===== src/rtl/fps_pkg.sv =====
// Shared constants and types for the frame-rate counter and other timebase users.
package fps_pkg;

    // BCD layout of the debug display value
    localparam int BCD_DIGIT_W = 4;
    localparam int BCD_DIGITS  = 3;
    localparam int BCD_W       = BCD_DIGIT_W * BCD_DIGITS;

    // Board clock cycles in one second, calibrated against the 16 MHz oscillator
    localparam int CLOCKS_PER_SEC_DEFAULT = 15998100;

    // Binary-to-BCD converter states
    typedef enum logic [1:0] {
        IDLE  = 2'd0,
        SHIFT = 2'd1,
        DONE  = 2'd2
    } conv_state_t;

    // Double-dabble correction: add 3 to every BCD digit that is 5 or more
    function automatic logic [BCD_W-1:0] bcd_adjust(input logic [BCD_W-1:0] bcd);
        logic [BCD_W-1:0] r;
        r = bcd;
        for (int d = 0; d < BCD_DIGITS; d++) begin
            if (r[d*BCD_DIGIT_W +: BCD_DIGIT_W] >= 4'd5) begin
                r[d*BCD_DIGIT_W +: BCD_DIGIT_W] = r[d*BCD_DIGIT_W +: BCD_DIGIT_W] + 4'd3;
            end
        end
        return r;
    endfunction

endpackage


===== src/rtl/fps_counter_if.sv =====
// Signal bundle between the frame-rate counter and the capture / display side.
//
// Handshake: BCD_VALID is a one-cycle strobe with no back-pressure (there is no
// ready). FPS_BCD is valid in the strobe cycle and stays stable until the next
// strobe. SEC_TICK is likewise a one-cycle strobe. CONV_STATE is a debug view
// of the converter FSM.
interface fps_counter_if #(
    parameter int COUNT_W = 8
);
    import fps_pkg::*;

    logic               VSYNC_IN;
    logic               SEC_TICK;
    logic               LED_OUT;
    logic [COUNT_W-1:0] FPS_COUNT;
    logic [BCD_W-1:0]   FPS_BCD;
    logic               BCD_VALID;
    logic               OVERFLOW;
    conv_state_t        CONV_STATE;

    modport master (
        input  VSYNC_IN,
        output SEC_TICK, LED_OUT, FPS_COUNT, FPS_BCD, BCD_VALID, OVERFLOW, CONV_STATE
    );

    modport slave (
        output VSYNC_IN,
        input  SEC_TICK, LED_OUT, FPS_COUNT, FPS_BCD, BCD_VALID, OVERFLOW, CONV_STATE
    );

endinterface


===== src/rtl/fps_counter_bin2bcd_seq.sv =====
// Sequential double-dabble converter: one binary bit per cycle, three BCD digits out.
module bin2bcd_seq
    import fps_pkg::*;
#(
    parameter int COUNT_W = 8
) (
    input  logic               CLK16MHz,
    input  logic               RESET,
    input  logic               start,
    input  logic [COUNT_W-1:0] value,
    output logic [BCD_W-1:0]   bcd,
    output logic               valid,
    output conv_state_t        state
);

    localparam int SH_W  = BCD_W + COUNT_W;
    localparam int CNT_W = $clog2(COUNT_W + 1);
    localparam logic [CNT_W-1:0] LAST_BIT = CNT_W'(COUNT_W - 1);

    conv_state_t       state_q, state_d;
    logic [SH_W-1:0]   sh_q, sh_adj;
    logic [CNT_W-1:0]  bit_q;
    logic [BCD_W-1:0]  bcd_q;
    logic              valid_q;
    logic              load, shift, done;

    // State register
    always_ff @(posedge CLK16MHz or posedge RESET) begin
        if (RESET) state_q <= IDLE;
        else       state_q <= state_d;
    end

    // Next-state logic: the last shift is the one taken while bit_q == COUNT_W-1
    always_comb begin
        state_d = state_q;
        case (state_q)
            IDLE:    if (start) state_d = SHIFT;
            SHIFT:   if (bit_q == LAST_BIT) state_d = DONE;
            DONE:    state_d = IDLE;
            default: state_d = IDLE;
        endcase
    end

    // Output/control decode from the current state
    always_comb begin
        load  = (state_q == IDLE) && start;
        shift = (state_q == SHIFT);
        done  = (state_q == DONE);
    end

    // Correct the BCD digits before each shift
    always_comb begin
        sh_adj = {bcd_adjust(sh_q[SH_W-1 -: BCD_W]), sh_q[COUNT_W-1:0]};
    end

    // Shift register, bit counter and held result
    always_ff @(posedge CLK16MHz or posedge RESET) begin
        if (RESET) begin
            sh_q    <= '0;
            bit_q   <= '0;
            bcd_q   <= '0;
            valid_q <= 1'b0;
        end else begin
            valid_q <= done;
            if (load) begin
                sh_q  <= {{BCD_W{1'b0}}, value};
                bit_q <= '0;
            end else if (shift) begin
                sh_q  <= sh_adj << 1;
                bit_q <= bit_q + 1'b1;
            end
            if (done) bcd_q <= sh_q[SH_W-1 -: BCD_W];
        end
    end

    assign bcd   = bcd_q;
    assign valid = valid_q;
    assign state = state_q;

endmodule


===== src/rtl/fps_counter.sv =====
// Frame-rate meter: counts VSYNC rising edges per one-second window and
// presents the result in binary and BCD.
module fps_counter
    import fps_pkg::*;
#(
    parameter int CLOCKS_PER_SEC = CLOCKS_PER_SEC_DEFAULT,
    parameter int COUNT_W        = 8
) (
    input  logic          CLK16MHz,
    input  logic          RESET,
    fps_counter_if.master bus
);

    localparam int WIN_W = (CLOCKS_PER_SEC > 1) ? $clog2(CLOCKS_PER_SEC) : 1;
    localparam logic [WIN_W-1:0]   WIN_LAST = WIN_W'(CLOCKS_PER_SEC - 1);
    localparam logic [COUNT_W-1:0] CNT_MAX  = '1;

    logic               vsync_s1, vsync_s2, vsync_d, frame_pulse;
    logic [WIN_W-1:0]   win_cnt;
    logic               sec_tick;
    logic [COUNT_W-1:0] frame_cnt, frame_sum;
    logic [COUNT_W-1:0] fps_q;
    logic               ovf_q, led_q;

    // Two-stage synchroniser and registered rising-edge detector (3-cycle lag)
    always_ff @(posedge CLK16MHz or posedge RESET) begin
        if (RESET) begin
            vsync_s1    <= 1'b0;
            vsync_s2    <= 1'b0;
            vsync_d     <= 1'b0;
            frame_pulse <= 1'b0;
        end else begin
            vsync_s1    <= bus.VSYNC_IN;
            vsync_s2    <= vsync_s1;
            vsync_d     <= vsync_s2;
            frame_pulse <= vsync_s2 & ~vsync_d;
        end
    end

    // Window timebase: counts 0..CLOCKS_PER_SEC-1 and wraps
    always_ff @(posedge CLK16MHz or posedge RESET) begin
        if (RESET)         win_cnt <= '0;
        else if (sec_tick) win_cnt <= '0;
        else               win_cnt <= win_cnt + 1'b1;
    end

    assign sec_tick = (win_cnt == WIN_LAST);

    // Running count including this cycle's pulse, saturating at all-ones
    always_comb begin
        frame_sum = frame_cnt;
        if (frame_pulse && (frame_cnt != CNT_MAX)) frame_sum = frame_cnt + 1'b1;
    end

    // Frame counter and end-of-window latch; a pulse on the tick cycle closes with the old window
    always_ff @(posedge CLK16MHz or posedge RESET) begin
        if (RESET) begin
            frame_cnt <= '0;
            fps_q     <= '0;
            ovf_q     <= 1'b0;
            led_q     <= 1'b0;
        end else if (sec_tick) begin
            frame_cnt <= '0;
            fps_q     <= frame_sum;
            ovf_q     <= (frame_sum == CNT_MAX);
            led_q     <= ~led_q;
        end else begin
            frame_cnt <= frame_sum;
        end
    end

    bin2bcd_seq #(
        .COUNT_W (COUNT_W)
    ) u_bin2bcd (
        .CLK16MHz (CLK16MHz),
        .RESET    (RESET),
        .start    (sec_tick),
        .value    (frame_sum),
        .bcd      (bus.FPS_BCD),
        .valid    (bus.BCD_VALID),
        .state    (bus.CONV_STATE)
    );

    assign bus.SEC_TICK  = sec_tick;
    assign bus.LED_OUT   = led_q;
    assign bus.FPS_COUNT = fps_q;
    assign bus.OVERFLOW  = ovf_q;

endmodule


===== src/flat_wrapper.sv =====
// flat-port wrapper written by rule: the top's interface ports become plain ports
module fps_counter_flat import fps_pkg::*;
#(
    parameter int CLOCKS_PER_SEC = CLOCKS_PER_SEC_DEFAULT,
    parameter int COUNT_W        = 8
)
  (CLK16MHz, RESET, bus_VSYNC_IN, bus_SEC_TICK, bus_LED_OUT, bus_FPS_COUNT, bus_FPS_BCD, bus_BCD_VALID, bus_OVERFLOW, bus_CONV_STATE);
  fps_counter_if #(.COUNT_W(COUNT_W)) bus_i ();
  input  logic CLK16MHz;
  input  logic RESET;
  input wire logic [$bits(bus_i.VSYNC_IN)-1:0] bus_VSYNC_IN;
  output wire logic [$bits(bus_i.SEC_TICK)-1:0] bus_SEC_TICK;
  output wire logic [$bits(bus_i.LED_OUT)-1:0] bus_LED_OUT;
  output wire logic [$bits(bus_i.FPS_COUNT)-1:0] bus_FPS_COUNT;
  output wire logic [$bits(bus_i.FPS_BCD)-1:0] bus_FPS_BCD;
  output wire logic [$bits(bus_i.BCD_VALID)-1:0] bus_BCD_VALID;
  output wire logic [$bits(bus_i.OVERFLOW)-1:0] bus_OVERFLOW;
  output wire logic [$bits(bus_i.CONV_STATE)-1:0] bus_CONV_STATE;
  assign bus_i.VSYNC_IN = bus_VSYNC_IN;
  assign bus_SEC_TICK = bus_i.SEC_TICK;
  assign bus_LED_OUT = bus_i.LED_OUT;
  assign bus_FPS_COUNT = bus_i.FPS_COUNT;
  assign bus_FPS_BCD = bus_i.FPS_BCD;
  assign bus_BCD_VALID = bus_i.BCD_VALID;
  assign bus_OVERFLOW = bus_i.OVERFLOW;
  assign bus_CONV_STATE = bus_i.CONV_STATE;
  fps_counter #(.CLOCKS_PER_SEC(CLOCKS_PER_SEC), .COUNT_W(COUNT_W)) u_core (.CLK16MHz(CLK16MHz), .RESET(RESET), .bus(bus_i));
endmodule

===== config.mk =====
export PLATFORM = sky130hd
export DESIGN_NAME = fps_counter_flat
export DESIGN_NICKNAME = d
export VERILOG_FILES = /design/src/rtl/fps_pkg.sv /design/src/rtl/fps_counter_if.sv /design/src/rtl/fps_counter_bin2bcd_seq.sv /design/src/rtl/fps_counter.sv /design/src/flat_wrapper.sv
export SDC_FILE = /design/constraint.sdc
export NUM_CORES = 1
export LEC_CHECK = 0
export CORE_ASPECT_RATIO = 0.75
export CORE_MARGIN = 5
export CORE_UTILIZATION = 50
export DETAILED_ROUTE_END_ITERATION = 10
export PLACE_DENSITY = 0.8
export REMOVE_ABC_BUFFERS = 1
export SYNTH_ARGS = -nofsm -noshare
export SYNTH_HDL_FRONTEND = slang
export SYNTH_HIERARCHICAL = 1
export SYNTH_SLANG_ARGS = --single-unit
export TNS_END_PERCENT = 20

===== constraint.sdc =====
create_clock -name CLK16MHz -period 2.5 [get_ports CLK16MHz]
set_input_delay 0.5 -clock CLK16MHz [delete_from_list [all_inputs] [get_ports CLK16MHz]]
set_output_delay 0.5 -clock CLK16MHz [all_outputs]
set_load 0.01 [all_outputs]

== After elaboration in Yosys (flattened, before gate mapping) ==
Cells that the tools add are included.

* $add $sub $neg: 6
* Order comparisons: 3
* Eq/ne operators: 8
* Mux-type cells: 13
* Bitwise logic cells: 3
* Reductions and logical operators: 5

{| class="wikitable"
|+ Operator list
! cell !! count
|-
| 20-bit two-way mux || 2
|-
| 24-bit by 1-bit adder with 24-bit output, second input constant || 1
|-
| 24-bit equality test, second input constant || 1
|-
| 24-bit two-way mux || 1
|-
| 4-bit two-way mux || 4
|-
| 8-bit two-way mux || 2
|-
| 4-bit by 3-bit >= comparator with 1-bit output, second input constant || 3
|-
| 4-bit by 2-bit adder with 4-bit output, second input constant || 2
|-
| 8-bit by 1-bit adder with 8-bit output, second input constant || 1
|-
| 8-bit equality test, second input constant || 1
|-
| 8-bit inequality test, second input constant || 1
|-
| 4-bit by 1-bit adder with 4-bit output, second input constant || 1
|-
| 4-bit by 3-bit equality test with 1-bit output, second input constant || 1
|-
| 2-bit two-way mux || 2
|-
| 2-bit case mux with 2 select lines || 1
|-
| 3-bit by 2-bit adder with 3-bit output, second input constant || 1
|-
| 3-bit two-way mux || 1
|-
| 2-bit by 1-bit equality test with 1-bit output, second input constant || 1
|-
| 2-bit equality test, second input constant || 1
|-
| 1-bit logical AND || 2
|-
| 2-bit zero test || 1
|-
| 2-bit by 1-bit inequality test with 1-bit output, second input constant || 1
|-
| 2-bit inequality test, second input constant || 1
|-
| 1-bit NOT || 2
|-
| 3 further kinds || 3
|}

* Bits in registers: 85
* Input port bits: 3
* Output and inout port bits: 26
* Logic and storage cells: 52

== Depth between registers and ports, before layout ==
* Word-level depth: 4
* Mapped depth: 10
* Depth with buffers taken out: 8

== Modules after synthesis ==
The synthesis kept the hierarchy.

{| class="wikitable"
|+ By module, submodules not included
! module !! instances !! cells an instance !! area each (sq um) !! seq. area each (sq um)
|-
| fps_counter || 1 || 187 || 2082.0 || 1151.1
|-
| bin2bcd_seq || 1 || 171 || 1885.6 || 975.9
|}

== Worst setup path before layout ==
OpenSTA, ideal clock, no wires.

* Path type: register to register
* Start: register u_core.win_cnt[0]
* End: register u_core.u_bin2bcd.sh_q[1]
* Setup time: 0.083 ns
* Data arrival time: 2.331 ns
* Required time: 2.417 ns
* Slack: 0.086 ns
* Cell stages (with the launch flop): 10
* Buffers on the path: 2
* Period minus slack after synthesis: 2.414 ns
* Path through: dfrtp_1 ha_1 nand4bb_1 or4_4 nor2_8 buf_4 buf_4 nor2b_1 a22oi_1 o21ai_0

* Word-level cells in the longest chain between the ends: 3
* Elaborated cells between the ends (all ways): 4
* Classes of those cells: 1 x eq/ne; 1 x mux; 2 x reduce/logical

{| class="wikitable"
|+ RTL lines
! item !! line !! RTL
|-
| start: declaration || fps_counter.sv:19 || <nowiki>logic [WIN_W-1:0] win_cnt;</nowiki>
|-
| start signal: assignment || fps_counter.sv:44 || <nowiki>else win_cnt <= win_cnt + 1'b1;</nowiki>
|-
| 24-bit equality test * || fps_counter.sv:47 || <nowiki>assign sec_tick = (win_cnt == WIN_LAST);</nowiki>
|-
| net bus_SEC_TICK || flat_wrapper.sv:12 || <nowiki>output wire logic [$bits(bus_i.SEC_TICK)-1:0] bus_SEC_TICK;</nowiki>
|-
| 1-bit logical AND * || fps_counter_bin2bcd_seq.sv:46 || <nowiki>load = (state_q == IDLE) && start;</nowiki>
|-
| 20-bit two-way mux / 2-bit nonzero test (equally long branches) || -- ||
|-
| end signal: assignment || fps_counter_bin2bcd_seq.sv:66 || <nowiki>sh_q <= {{BCD_W{1'b0}}, value};</nowiki>
|-
| end signal: assignment || fps_counter_bin2bcd_seq.sv:69 || <nowiki>sh_q <= sh_adj << 1;</nowiki>
|-
| end: declaration || fps_counter_bin2bcd_seq.sv:21 || <nowiki>logic [SH_W-1:0] sh_q, sh_adj;</nowiki>
|}

The timed path passes the listed nets; every way through them passes the cells marked *.
A chain may end at the register's enable or synchronous reset.

== Final worst setup path ==
* Start: register u_core.win_cnt[18]
* End: output bus_SEC_TICK

* Word-level cells in the longest chain between the ends: 1

{| class="wikitable"
|+ RTL lines
! item !! line
|-
| 24-bit equality test || fps_counter.sv:47
|-
| end: declaration || flat_wrapper.sv:12
|}

No other way between the ends.

==> metrics.log <==
[metrics] outcome: finished clean
[metrics] DRC violation total after the first TritonRoute iteration: 260
[metrics] DR pass1 iterations: 5
[metrics] CTS tree: yes
[metrics] gate count of the mapped netlist: 358
[metrics] gp weighted congestion: 0.831
[metrics] Core Box Area: 7810 um^2
[metrics] sequential element share of the synthesized area: 53.6%
[metrics] data required time at the worst endpoint: 2000 ps
[metrics] maximum clock rate: 0.423 GHz
[metrics] largest fanout on the critical path: 5
[metrics] nets: 413
[metrics] Final Slew Violations: 0
[metrics] number of rows created at floorplan: 28
[metrics] post-synthesis async set-or-reset flop share: 100%
[metrics] worst slack on hold paths: 359 ps
[metrics] pre-CTS worst setup slack: 124 ps
[metrics] portion of total power attributed to combinational logic: 8.3%
[metrics] final worst slack: 135 ps
[metrics] Inserted Diodes: 0
[metrics] origin of the critical flop-to-flop path: u_core/win_cnt[7]$_DFF_PP0_
[metrics] Reg-to-Reg End: u_core/u_bin2bcd/sh_q[17]$_DFFE_PP0P_
[metrics] area overhead of the layout relative to synthesis: 16.3%
[metrics] most used cells in the layout excluding fill and tap cells: 85 x dfrtp_1, 33 x nand2_1, 27 x clkdlybuf4s50_1
[metrics] die outline area: 9840 um^2
[metrics] clock transition at the register clock pins on the worst setup and hold paths after CTS: 80 ps
[metrics] slack of the worst reg-to-reg path: 200 ps
[metrics] total CTS buffers: 9
[metrics] sum of overflow across all layers after global routing: 0
[metrics] Relative slew margins: 34.0%
[metrics] critical path launch point: u_core/win_cnt[18]$_DFF_PP0_
[metrics] horizontal die dimension: 113 um
[metrics] root buffer cell: clkbuf_8
[metrics] slew at the pin with the worst max-slew slack: 989 ps
[metrics] post-route antenna net violation count: 0
[metrics] Area contributors post-synth: dfrtp_1 54%, mux2_2 5.4%, xnor2_1 3.8%
[metrics] warning count from the yosys run: 6
[metrics] initial standard-cell utilization of the core: 50.8%
[metrics] critical path capture point: bus_SEC_TICK
[metrics] number of port buffers: 28
[metrics] skew final: 11.9 ps
[metrics] sequential power share: 56.2%
[metrics] layout cells sized above 1: 14.3%
[metrics] cell taking the most area after synthesis: dfrtp_1
[metrics] flop and latch count out of synthesis: 85
[metrics] number of enable flip-flop cells after synthesis: 0
[metrics] final worst path period share: 94.6%
[metrics] total global routing track utilization: 17.2%
[metrics] CTS max path bufs: 2
[metrics] Unique masters post-synth: 47
[metrics] antenna violations before repair: 0
[metrics] Pwr Density: 572 nW/um^2
[metrics] Final Routed Wirelength: 7600 um
[metrics] Hold Vio Cnt, Final: 0
[metrics] first-pass GRT wire length: 13,600 um
[metrics] data arrival at the endpoint of the critical path: 1870 ps
[metrics] leakage power figure: 2.04 nW
[metrics] primary flip-flop cell chosen by synthesis mapping: dfrtp_1
[metrics] number of global-route vias before repair: 2,708
[metrics] Power Total: 2.64 mW
[metrics] post-route setup TNS: 0 ps
[metrics] latest clock arrival within the worst-skew pair: 350 ps
[metrics] most common cell after layout, fill and taps aside: dfrtp_1
[metrics] Final setup viols: 0
[metrics] number of H-tree levels: 3
[metrics] per-cell via count in the routed design: 5.51
[metrics] sw frac: 25.2%
[metrics] maximum number of pins on one net before global-route repair: 47
[metrics] I/O pin cnt: 29
[metrics] mean instance size in the synthesized netlist: 11.1 um^2
[metrics] detailed placement HPWL: 5270 um
[metrics] total internal power: 1.97 mW
[metrics] multi-input logic area: 1700 um^2
[metrics] summed instance area of the synthesized netlist: 3970 um^2
[metrics] unrepaired setup endpoints after global routing: false
[metrics] share of the synthesized area in the top cell type: 53.6%
[metrics] startpoint types: flop
[metrics] Register Area: 2130 um^2
[metrics] post-DR wirelength/cell: 14.9 um
[metrics] switching power total: 0.665 mW
[metrics] Num Clock Sinks: 85
[metrics] clock network power share: 35.4%
[metrics] DRC: 0
[metrics] crit path kind: reg2out
[metrics] worst supply voltage drop on vdd: 0.469 mV
[metrics] number of maximum-capacitance constraint violations: 0
[metrics] Die H: 87.1 um
[metrics] total number of vias: 2,808
[metrics] endpoint kind of the worst setup timing path: output pin
[metrics] Min-Delay Path Class: reg2reg
[metrics] Worst R2R Path Depth: 8
[metrics] final-layout fill cell count: 646
[metrics] final critical path time including I/O delays and setup: 2370 ps
[state kept, by name, indices dropped and copies added (netlist names)]
name and cells:
u_core/u_bin2bcd/sh_q 20, u_core/vsync_s2 1, u_core/bus.OVERFLOW 1, u_core/vsync_d 1
u_core/u_bin2bcd/bit_q 4, u_core/bus.FPS_COUNT 8, u_core/u_bin2bcd/valid 1, u_core/frame_cnt 8
u_core/u_bin2bcd/state 2, u_core/vsync_s1 1, u_core/win_cnt 24, u_core/u_bin2bcd/bcd 12
u_core/bus.LED_OUT 1, u_core/frame_pulse 1
[cells in the mapped netlist, types with 3 or more instances]
cell       count
a21oi_1        9
a22o_1         7
a22oi_1        7
and3_1         5
and4_1         3
buf_2          4
buf_4          4
dfrtp_1       85
ha_1           9
inv_1         21
mux2_2        19
mux2i_1        3
nand2_1       33
nand2b_1       5
nand3_1       12
nand3b_1       5
nand4_1        8
nor2_1        23
nor2b_1       10
o2111ai_1      6
o211ai_1       6
o21a_1         3
o21ai_0       16
o31ai_1        5
xnor2_1       17
xor2_1         7
[how the worst min path moves through the flow]
stage | to | from | cells after the start
2_1_floorplan | u_core/vsync_s2$_DFF_PP0_ | u_core/vsync_s1$_DFF_PP0_ | 0
3_3_place_gp | u_core/vsync_s2$_DFF_PP0_ | u_core/vsync_s1$_DFF_PP0_ | 0
3_5_place_dp | u_core/vsync_s2$_DFF_PP0_ | u_core/vsync_s1$_DFF_PP0_ | 0
4_1_cts | u_core/vsync_s2$_DFF_PP0_ | u_core/vsync_s1$_DFF_PP0_ | 0
5_1_grt | u_core/vsync_s2$_DFF_PP0_ | u_core/vsync_s1$_DFF_PP0_ | 0
6_report | u_core/vsync_s2$_DFF_PP0_ | u_core/vsync_s1$_DFF_PP0_ | 0
[through the flow]
step,instances,utilization (%),area [um^2]
after floorplan,348,-,3900
after global placement,494,56.5,4410
after detailed placement,494,56.5,4410
after CTS,510,59.0,4610
after global routing,510,59.1,4610
final,510,59.1,4610
[cells by family after synthesis]
| logic type | after synthesis | synth area share, % |
|---|---|---|
| AO/OA/AOI/OAI | 65 | 11.4 |
| XOR/XNOR | 24 | 5.30 |
| adder cells (fa/ha/maj) | 9 | 2.84 |
| buffers and inverters | 31 | 3.63 |
| flip-flops | 85 | 53.6 |
| multiplexers | 22 | 6.15 |
| AND/OR/NAND/NOR | 122 | 17.1 |
[worst max-delay path, cell delays in order, from the launching register on]
cell,delay (ps)
dfrtp_1,400
nor4bb_1,410
nand4_1,140
buf_4,190
nor2_8,110
dlygate4sd2_1,270
[cell type report]
class	count	area share, %
clock buffers	11	3.06
clock inverters	4	1.06
inverters	21	1.71
multi-input cells	242	36.9
flip-flops and latches	85	46.1
well taps	105	2.85
repair buffers	42	8.32
[what timing repair did]
| item | in CTS | in global routing |
|---|---|---|
| gates resized for setup | 1 | 1 |
| endpoints found under the setup margin | 1 | 1 |
| hold buffers | 0 | 0 |
| setup buffers | 1 | 0 |
| pin swaps | 0 | 1 |
[metal layers]
metal / vias up / global-route usage, % / share of wire (%)
met5: - / 0 / 0
met4: 0 / 4.15 / 0.53
met3: 2 / 5.63 / 5.7
met2: 83 / 25.1 / 45
met1: 1373 / 25.2 / 49
li1: 1350 / - / -
[power by group through the flow]
stage	Clock (mW)	Combinational, mW	Sequential [mW]
finish	0.935	0.220	1.48
global route	1.05	0.252	1.50
CTS	0.977	0.221	1.48
detailed placement	0	0.218	1.51
global placement	0	0.206	1.50
floorplan	0	0.159	1.49
No activity file was read; power rests on OpenSTA's default activity.
